[config.mk]
export PLATFORM = sky130hd
export DESIGN_NAME = gshare_bht
export DESIGN_NICKNAME = d
export VERILOG_FILES = /design/src/rtl/gshare_bht.sv
export SDC_FILE = /design/constraint.sdc
export NUM_CORES = 2
export LEC_CHECK = 0
export CAP_MARGIN = 20
export CORE_ASPECT_RATIO = 0.7
export CORE_MARGIN = 3
export CORE_UTILIZATION = 41
export DETAILED_ROUTE_END_ITERATION = 7
export DONT_BUFFER_PORTS = 1
export PLACE_DENSITY = 0.65
export SYNTH_ARGS = -nofsm -noshare
export SYNTH_HDL_FRONTEND = slang
export SYNTH_SLANG_ARGS = --single-unit
export TNS_END_PERCENT = 100
[constraint.sdc]
create_clock -name clk_i -period 42.4 [get_ports clk_i]
set_input_delay 12.72 -clock clk_i [delete_from_list [all_inputs] [get_ports clk_i]]
set_output_delay 12.72 -clock clk_i [all_outputs]
set_load 0.02 [all_outputs]
[src/rtl/gshare_bht.sv]
// gshare_bht: gshare branch direction predictor with a speculative global
// history register, mispredict history repair and a row-by-row table-clear
// sequencer that runs after reset and on every flush.
//
// Ports:
//   clk_i, rst_ni          clock, asynchronous active-low reset
//   flush_bp_i             restart the table clear (also clears the GHR)
//   debug_mode_i           freeze counter and history updates, mask predictions
//   vpc_i                  fetch PC used for the prediction lookup
//   pred_valid_o           per-slot prediction valid
//   pred_taken_o           per-slot predicted direction (counter MSB)
//   pred_index_o           row index used by this lookup (carry to resolution)
//   pred_ghr_o             history used by this lookup (carry to resolution)
//   spec_valid_i/_taken_i  speculative history push
//   upd_*_i                resolved-branch counter update and history repair
//   busy_o                 table clear in progress
module gshare_bht #(
   parameter  int unsigned VLEN            = 64,
   parameter  int unsigned INSTR_PER_FETCH = 2,
   parameter  int unsigned NR_ENTRIES      = 1024,
   parameter  int unsigned HIST_BITS       = 9,
   parameter  int unsigned CTR_BITS        = 2,
   localparam int unsigned NR_ROWS         = NR_ENTRIES / INSTR_PER_FETCH,
   localparam int unsigned ROW_BITS        = $clog2(NR_ROWS)
) (
   input  logic                       clk_i,
   input  logic                       rst_ni,
   input  logic                       flush_bp_i,
   input  logic                       debug_mode_i,
   input  logic [VLEN-1:0]            vpc_i,
   output logic [INSTR_PER_FETCH-1:0] pred_valid_o,
   output logic [INSTR_PER_FETCH-1:0] pred_taken_o,
   output logic [ROW_BITS-1:0]        pred_index_o,
   output logic [HIST_BITS-1:0]       pred_ghr_o,
   input  logic                       spec_valid_i,
   input  logic                       spec_taken_i,
   input  logic                       upd_valid_i,
   input  logic [VLEN-1:0]            upd_pc_i,
   input  logic                       upd_taken_i,
   input  logic [ROW_BITS-1:0]        upd_index_i,
   input  logic [HIST_BITS-1:0]       upd_ghr_i,
   input  logic                       upd_mispredict_i,
   output logic                       busy_o
);

   localparam int unsigned COL_BITS = $clog2(INSTR_PER_FETCH);
   localparam int unsigned OFFSET   = 1 + COL_BITS;

   localparam logic [CTR_BITS-1:0] CTR_MAX     = '1;
   localparam logic [CTR_BITS-1:0] CTR_WEAK_NT = CTR_BITS'((1 << (CTR_BITS - 1)) - 1);
   localparam logic [ROW_BITS-1:0] LAST_ROW    = ROW_BITS'(NR_ROWS - 1);

   // Elaboration-time parameter sanity
   if (HIST_BITS > ROW_BITS || HIST_BITS < 2) begin : g_bad_hist
      $error("gshare_bht: HIST_BITS must be in [2, ROW_BITS]");
   end
   if (INSTR_PER_FETCH < 2 || (1 << COL_BITS) != INSTR_PER_FETCH) begin : g_bad_ipf
      $error("gshare_bht: INSTR_PER_FETCH must be a power of 2 and at least 2");
   end
   if ((1 << ROW_BITS) != NR_ROWS || CTR_BITS < 1 || VLEN <= OFFSET + ROW_BITS) begin : g_bad_geom
      $error("gshare_bht: invalid table geometry");
   end

   typedef enum logic {
      S_CLEAR = 1'b0,
      S_RUN   = 1'b1
   } state_e;

   state_e               state_q, state_d;
   logic [ROW_BITS-1:0]  clr_ptr_q, clr_ptr_d;
   logic [HIST_BITS-1:0] ghr_q, ghr_d;

   // Counter table: asynchronous read, contents undefined until the sweep ends
   logic [CTR_BITS-1:0]  ctr_q [NR_ROWS][INSTR_PER_FETCH];

   logic                 run_en;
   logic                 clr_we;
   logic                 upd_we;
   logic [ROW_BITS-1:0]  pred_row;
   logic [COL_BITS-1:0]  upd_col;
   logic [CTR_BITS-1:0]  ctr_old;
   logic [CTR_BITS-1:0]  ctr_new;

   assign run_en   = (state_q == S_RUN) && !debug_mode_i;
   assign clr_we   = (state_q == S_CLEAR);
   assign upd_we   = upd_valid_i && run_en;
   assign pred_row = vpc_i[OFFSET+ROW_BITS-1:OFFSET] ^ ROW_BITS'(ghr_q);
   assign upd_col  = upd_pc_i[OFFSET-1:1];
   assign ctr_old  = ctr_q[upd_index_i][upd_col];

   // PC bits outside the index/column fields and the oldest history bit are not needed
   logic unused_bits;
   assign unused_bits = ^{vpc_i[VLEN-1:OFFSET+ROW_BITS], vpc_i[0],
                          upd_pc_i[VLEN-1:OFFSET], upd_pc_i[0],
                          upd_ghr_i[HIST_BITS-1]};

   // Prediction outputs
   always_comb begin
      pred_taken_o = '0;
      for (int unsigned s = 0; s < INSTR_PER_FETCH; s++) begin
         pred_taken_o[s] = ctr_q[pred_row][COL_BITS'(s)][CTR_BITS-1];
      end
   end

   assign pred_valid_o = {INSTR_PER_FETCH{run_en}};
   assign pred_index_o = pred_row;
   assign pred_ghr_o   = ghr_q;
   assign busy_o       = (state_q == S_CLEAR);

   // Saturating counter step for the resolved branch
   always_comb begin
      ctr_new = ctr_old;
      if (upd_taken_i) begin
         if (ctr_old != CTR_MAX) ctr_new = ctr_old + CTR_BITS'(1);
      end else begin
         if (ctr_old != '0) ctr_new = ctr_old - CTR_BITS'(1);
      end
   end

   // Table write port: whole-row clear takes precedence over single-entry update
   always_ff @(posedge clk_i) begin
      if (clr_we) begin
         for (int unsigned c = 0; c < INSTR_PER_FETCH; c++) begin
            ctr_q[clr_ptr_q][COL_BITS'(c)] <= CTR_WEAK_NT;
         end
      end else if (upd_we) begin
         ctr_q[upd_index_i][upd_col] <= ctr_new;
      end
   end

   // State, sweep pointer and history registers
   always_ff @(posedge clk_i or negedge rst_ni) begin
      if (!rst_ni) begin
         state_q   <= S_CLEAR;
         clr_ptr_q <= '0;
         ghr_q     <= '0;
      end else begin
         state_q   <= state_d;
         clr_ptr_q <= clr_ptr_d;
         ghr_q     <= ghr_d;
      end
   end

   // Next-state: sweep sequencing, history repair over speculative push, flush override
   always_comb begin
      state_d   = state_q;
      clr_ptr_d = clr_ptr_q;
      ghr_d     = ghr_q;

      unique case (state_q)
         S_CLEAR: begin
            if (clr_ptr_q == LAST_ROW) begin
               state_d   = S_RUN;
               clr_ptr_d = '0;
            end else begin
               clr_ptr_d = clr_ptr_q + ROW_BITS'(1);
            end
         end
         S_RUN: begin
            if (!debug_mode_i) begin
               if (upd_valid_i && upd_mispredict_i) begin
                  ghr_d = {upd_ghr_i[HIST_BITS-2:0], upd_taken_i};
               end else if (spec_valid_i) begin
                  ghr_d = {ghr_q[HIST_BITS-2:0], spec_taken_i};
               end
            end
         end
         default: begin
            state_d   = S_CLEAR;
            clr_ptr_d = '0;
         end
      endcase

      if (flush_bp_i) begin
         state_d   = S_CLEAR;
         clr_ptr_d = '0;
         ghr_d     = '0;
      end
   end

endmodule

# Yosys cells after proc, flatten, opt, wreduce, memory -nomap -nowiden
# Memory sizes are Yosys's and may differ from the RTL's.
# Index checks and enable logic that the tools add are counted.
# word_totals
inputBits,155
mem_bits_rw,2048
wordCells,52
register_bits,19
output_inout_bits,23
n_memories,1
# classes
n_reduce_logical,10
n_bitwise,3
muxes,26
order_cmp,2
n_eq_ne,4
add_sub_neg,3
# mem_list
name,words,word_bits,rd,rd_ports_with_merged_regs,write_ports,line_no,text
ctr_q,512,4,2,0,1,74,logic [CTR_BITS-1:0] ctr_q [NR_ROWS][INSTR_PER_FETCH];
# ops
cell,n
9-bit 2-to-1 mux,9
2-bit 2-to-1 mux,7
4-bit 2-to-1 mux,3
9-bit by 1-bit adder with 9-bit output (second input constant),1
9-bit == test (second input constant),1
9-bit bitwise XOR,1
1-bit 2-to-1 mux,6
2-bit inequality test (second input constant),3
1-bit logical AND,4
2-bit nonzero test,2
4-bit OR reduction,1
3-bit AND reduction,1
3-bit nonzero test,1
2-bit by 1-bit adder with 2-bit output (second input constant),1
2-bit demux with 1-bit select,1
2-bit >= comparator (second input constant),1
2-bit by 1-bit < comparator with 1-bit output (second input constant),1
1-bit NOT with 2-bit output,1
2-bit by 1-bit subtractor with 2-bit output (second input constant),1
1-bit zero test,1
1-bit NOT,1

# Depth between registers and ports, before layout
# depth
ltp_word,8
ltp_mapped,16
mapped_depth_nobuf,11

# Worst setup path before layout
# Ideal clock, no wire load.
# synth_timing
kind,input to register
startpoint,input port upd_index_i[0]
endpoint,memory ctr_q[0][1] (netlist name) (data pin)
slack_ns,-5.420
setup_time_ns,5.676
cell_stages,15
t_arrival_ns,42.143
path_buffers,5
t_required_ns,36.724
path_cell_list,buf_6 > buf_12 > buf_12 > buf_12 > buf_12 > clkinv_1 > mux2i_1 > a221oi_1 > nand2_1 > a2111oi_1 > a211oi_1 > o22ai_1 > a31o_1 > nand2_1 > a21oi_1
# synth_via
elab_chain_cells,8
word_cells_on_any_way,12
cone_classes,add/sub: 2; eq/ne: 1; mux: 7; reduce/logical: 1; memory: 1
# synth_lines
element,line_no,text
from (decl),40,"input logic [ROW_BITS-1:0] upd_index_i,"
memory read 512 x 4 bit (*),n/a,
2-bit 2-to-1 mux (not written as such) (*) (3 in series),89,assign ctr_old = ctr_q[upd_index_i][upd_col];
"2-bit by 1-bit subtractor with 2-bit output, or another cell as far along",116,if (ctr_old != '0) ctr_new = ctr_old - CTR_BITS'(1);
2-bit 2-to-1 mux (on tied branches),"116, 114",
2-bit 2-to-1 mux (*),113,if (upd_taken_i) begin
4-bit 2-to-1 mux (no line) (*),n/a,
to (decl),74,
# Mark *: on every way between the ends. The rest lies on a longest branch, timed or not. The select of a mux whose other input is x is not followed.

# Final worst setup path
# layout_timing
startpoint,input port vpc_i[3]
endpoint,output port pred_taken_o[0]
# layout_via
elab_chain_cells,2
# layout_lines
element,line_no,text
from (decl),30,"input logic [VLEN-1:0] vpc_i,"
9-bit bitwise XOR,87,assign pred_row = vpc_i[OFFSET+ROW_BITS-1:OFFSET] ^ ROW_BITS'(ghr_q);
memory read 512 x 4 bit,n/a,
to (decl),32,"output logic [INSTR_PER_FETCH-1:0] pred_taken_o,"
# No other way between the ends.

==> impl_metrics.json <==
{
  "intPower_w": 0.00319,
  "yosys.area_share.simple_pct": 7.37,
  "hold_class": "reg -> reg",
  "cts_buffer_depth": 4,
  "ant_nets": 0,
  "ir_worst_vdd_mv": 0.0392,
  "dpl.hpwl_mm": 164,
  "drv_cap": 0,
  "die_w_microns": 577,
  "synth-warning-count": 0,
  "multi_input_area_sq_um": 29300,
  "achievable-frequency_mhz": 33.2,
  "whs_path_depth": 2,
  "synth-edff-count": 2048,
  "finalCriticalPeriod_ns": 30.09,
  "num_vias": 56600,
  "drtIter0Drc": 9576,
  "cp-start-kind": "input port",
  "post_cts_buffers": 0,
  "synth_top_family_by_area": "multiplexers",
  "syn_area_per_cell_sq_um": 16.5,
  "hold_viol_final": 0,
  "cts_root_buf": "clkbuf_16",
  "holdBufCountCts": 0,
  "ys_ff_latch": 2067,
  "gp_congestion": 0.896,
  "synth_xor_area_share_pct": 0.0922,
  "grt_usage_pct": 25.0,
  "port_buffers": 0,
  "pwr-share-clk_pct": 40.7,
  "worstSetupEndpointType": "output port",
  "p_switching_w": 0.000897,
  "post-place-cells": 8343,
  "fin_nets": 5659,
  "grt_pass1_vias": 54600,
  "finalWirelength_mm": 296,
  "setup_tns_ns": 0,
  "clk_pin_slew_ns": 0.06,
  "setup_viol": 0,
  "synth_compound_area_share_pct": 3.25,
  "synthCells": 5688,
  "grt_setup_unrepaired": "false",
  "area_delta_synth_final_pct": 8.82,
  "synth_cell_types": 76,
  "htree_levels": 4,
  "yosysTopAreaCell": "edfxtp_1",
  "hold_start": "clr_ptr_q[7]",
  "r2r_cells": 13,
  "seqPwrFrac_pct": 54.1,
  "drv_slew": 519,
  "grt-ovfl-total": 0,
  "cp.required_ns": 29.68,
  "min_to": "clr_ptr_q[7]",
  "synth.top_cell.area_share_pct": 65.7,
  "coreArea_sq_um": 227000,
  "boundaryPins": 178,
  "synthArstFlopShare_pct": 0.919,
  "synth-adder-area-share_pct": 0.0267,
  "muxShareOfSynthArea_pct": 20.1,
  "post_cts_resize_count": 0,
  "tritoncts": "yes",
  "slew_headroom_pct": -91.2,
  "p_sw_share_pct": 21.9,
  "numClockSinks": 2067,
  "synthFlopType": "edfxtp_1",
  "status": "finished with violations",
  "grt_pass1_wl_mm": 416,
  "clock_skew_ns": 0.0573,
  "start_util_pct": 41.3,
  "ff2ff_setup_slack_ns": 36.09,
  "stdcell_count": 8685,
  "r2r-end": "ctr_q[28][3]",
  "grt_max_degree": 550,
  "timing.rr.start": "ctr_q[239][1]",
  "seq_area_frac_synth_pct": 66.2,
  "power.density_nw_per_um2": 40.1,
  "clock_latency_ns": 0.87,
  "yosysMostFrequentCell": "edfxtp_1",
  "p_leak_nw": 34.2,
  "syn-num-nets": 5845,
  "viasPerCell": 6.52,
  "p_comb_share_pct": 5.2,
  "violations": "max-slew violations",
  "fin_crit_sh_pct": 71.0,
  "antenna_found_initial": 16,
  "synth_area_leaders": "edfxtp_1, mux4_2, nor2_1, mux2i_1, nand2_1",
  "crit_type": "in -> out",
  "netlist_area_sq_um": 93600,
  "synth_top_cells_by_count": "edfxtp_1, nor2_1, mux4_2",
  "cp.arrival_ns": 17.37,
  "drive_gt1_share_pct": 21.4,
  "cts_buffers": 189,
  "regArea_sq_um": 62000,
  "die-area_sq_um": 234000,
  "drc_errors": 0,
  "rows": 146,
  "crit_fanout": 46,
  "die_y_microns": 406,
  "wire_per_inst_microns": 34.1,
  "firstDrtPassIters": 8,
  "num-fill-cells": 19400,
  "worst_slew_pin_slew_ns": 2.87
}
==> layer usage <==
| layer | global-route usage [%] | vias to the layer above | share of wire, % |
|---|---|---|---|
| met5 | 0 | - | 0.032 |
| met4 | 7.80 | 14 | 3.5 |
| met3 | 9.56 | 611 | 16 |
| met2 | 35.0 | 4408 | 42 |
| met1 | 35.9 | 29400 | 38 |
| li1 | - | 22200 | - |
==> state kept, by name (all words and copies together), names as in the netlist <==
name,flops
ctr_q,2048
clr_ptr_q,9
pred_ghr_o,9
state_q,1
==> power by group through the flow <==
stage | clock network [W] | registers [W] | logic (W)
after floorplan | 0 | 0.00226 | 0.000151
after global placement | 0 | 0.00226 | 0.000203
after detailed placement | 0 | 0.00226 | 0.000203
after CTS | 0.00167 | 0.00221 | 0.000204
after global routing | 0.00175 | 0.00221 | 0.000214
final | 0.00166 | 0.00221 | 0.000214
==> worst max-delay path, cell delays in order <==
cell	delay (ns)
xor2_4	0.11
buf_4	0.69
buf_4	0.74
buf_4	0.60
mux4_2	0.31
nand2_1	0.05
and3_1	0.20
a311oi_1	0.49
a211oi_1	0.10
a21oi_1	0.60
nand2_1	0.11
a21oi_1	0.15
or4_1	0.39
==> cell families (layout without fill, tap and decap cells) <==
group,Yosys count,in the layout
AOI/OAI and AO/OA,447,447
xor gates and xnor gates,9,9
adders and majority gates,2,2
buffers and inverters,516,460
DFF,2067,2067
muxes,952,952
other,0,19
and+or+nand+nor,1695,1695
==> cell usage in the layout, fill, tap and decap left out, types with 9 or more instances in the layout <==
cell type  count
and3_1        47
nor4_1        15
o21ai_1       16
mux4_2       722
clkbuf_16    191
o221ai_1      14
diode_2       19
nor2b_1       18
buf_4        110
mux2_2        39
nand2_1      283
a211oi_1      37
o22ai_1       63
or3_1         10
o31ai_1        9
a31oi_1       35
a311oi_1      31
clkinv_2      29
clkbuf_1      44
o21ai_0       36
clkinv_1      36
nor3_1        39
a22oi_1       60
nand3_1       49
nand2_4       25
nand2b_1      12
nand4_1       11
edfxtp_1    2048
nor2_1      1119
mux2i_1      178
dfrtp_1       19
nand2_2       21
inv_1         12
a21oi_1       79
a2111oi_0     11
mux4_1        13
bufinv_16     12
==> how the worst max path moves through the flow <==
stage	startpoint	to	depth (start not counted)
detailed placement	vpc_i[2]	pred_taken_o[0]	13
finish	vpc_i[3]	pred_taken_o[0]	13
CTS	vpc_i[2]	pred_taken_o[0]	13
global route	vpc_i[2]	pred_taken_o[0]	13
global placement	vpc_i[2]	pred_taken_o[0]	13
floorplan	upd_index_i[0]	ctr_q[0][1]	15
==> cell type report <==
class	instances	share of cell area [%]
antenna	19	0.0467
clock buffer	237	4.88
clock inverter	84	0.702
inverter	19	0.0847
multi-input combinational	3105	28.7
sequential	2067	60.8
tap	3034	3.73
timing repair buffer	120	0.998
==> through the flow <==
stage	instance area [sq um]	util, %	power [W]	hold slack, ns	setup WS, ns
global placement	96100	42.4	0.00246	0.573	12.28
finish	102000	44.9	0.00409	0.587	12.31
floorplan	93600	-	0.00241	0.551	8.12
detailed placement	96100	42.4	0.00246	0.580	12.31
CTS	102000	44.9	0.00409	0.587	12.30
global route	102000	44.9	0.00418	0.622	11.99
(Power assumes the default switching activity.)
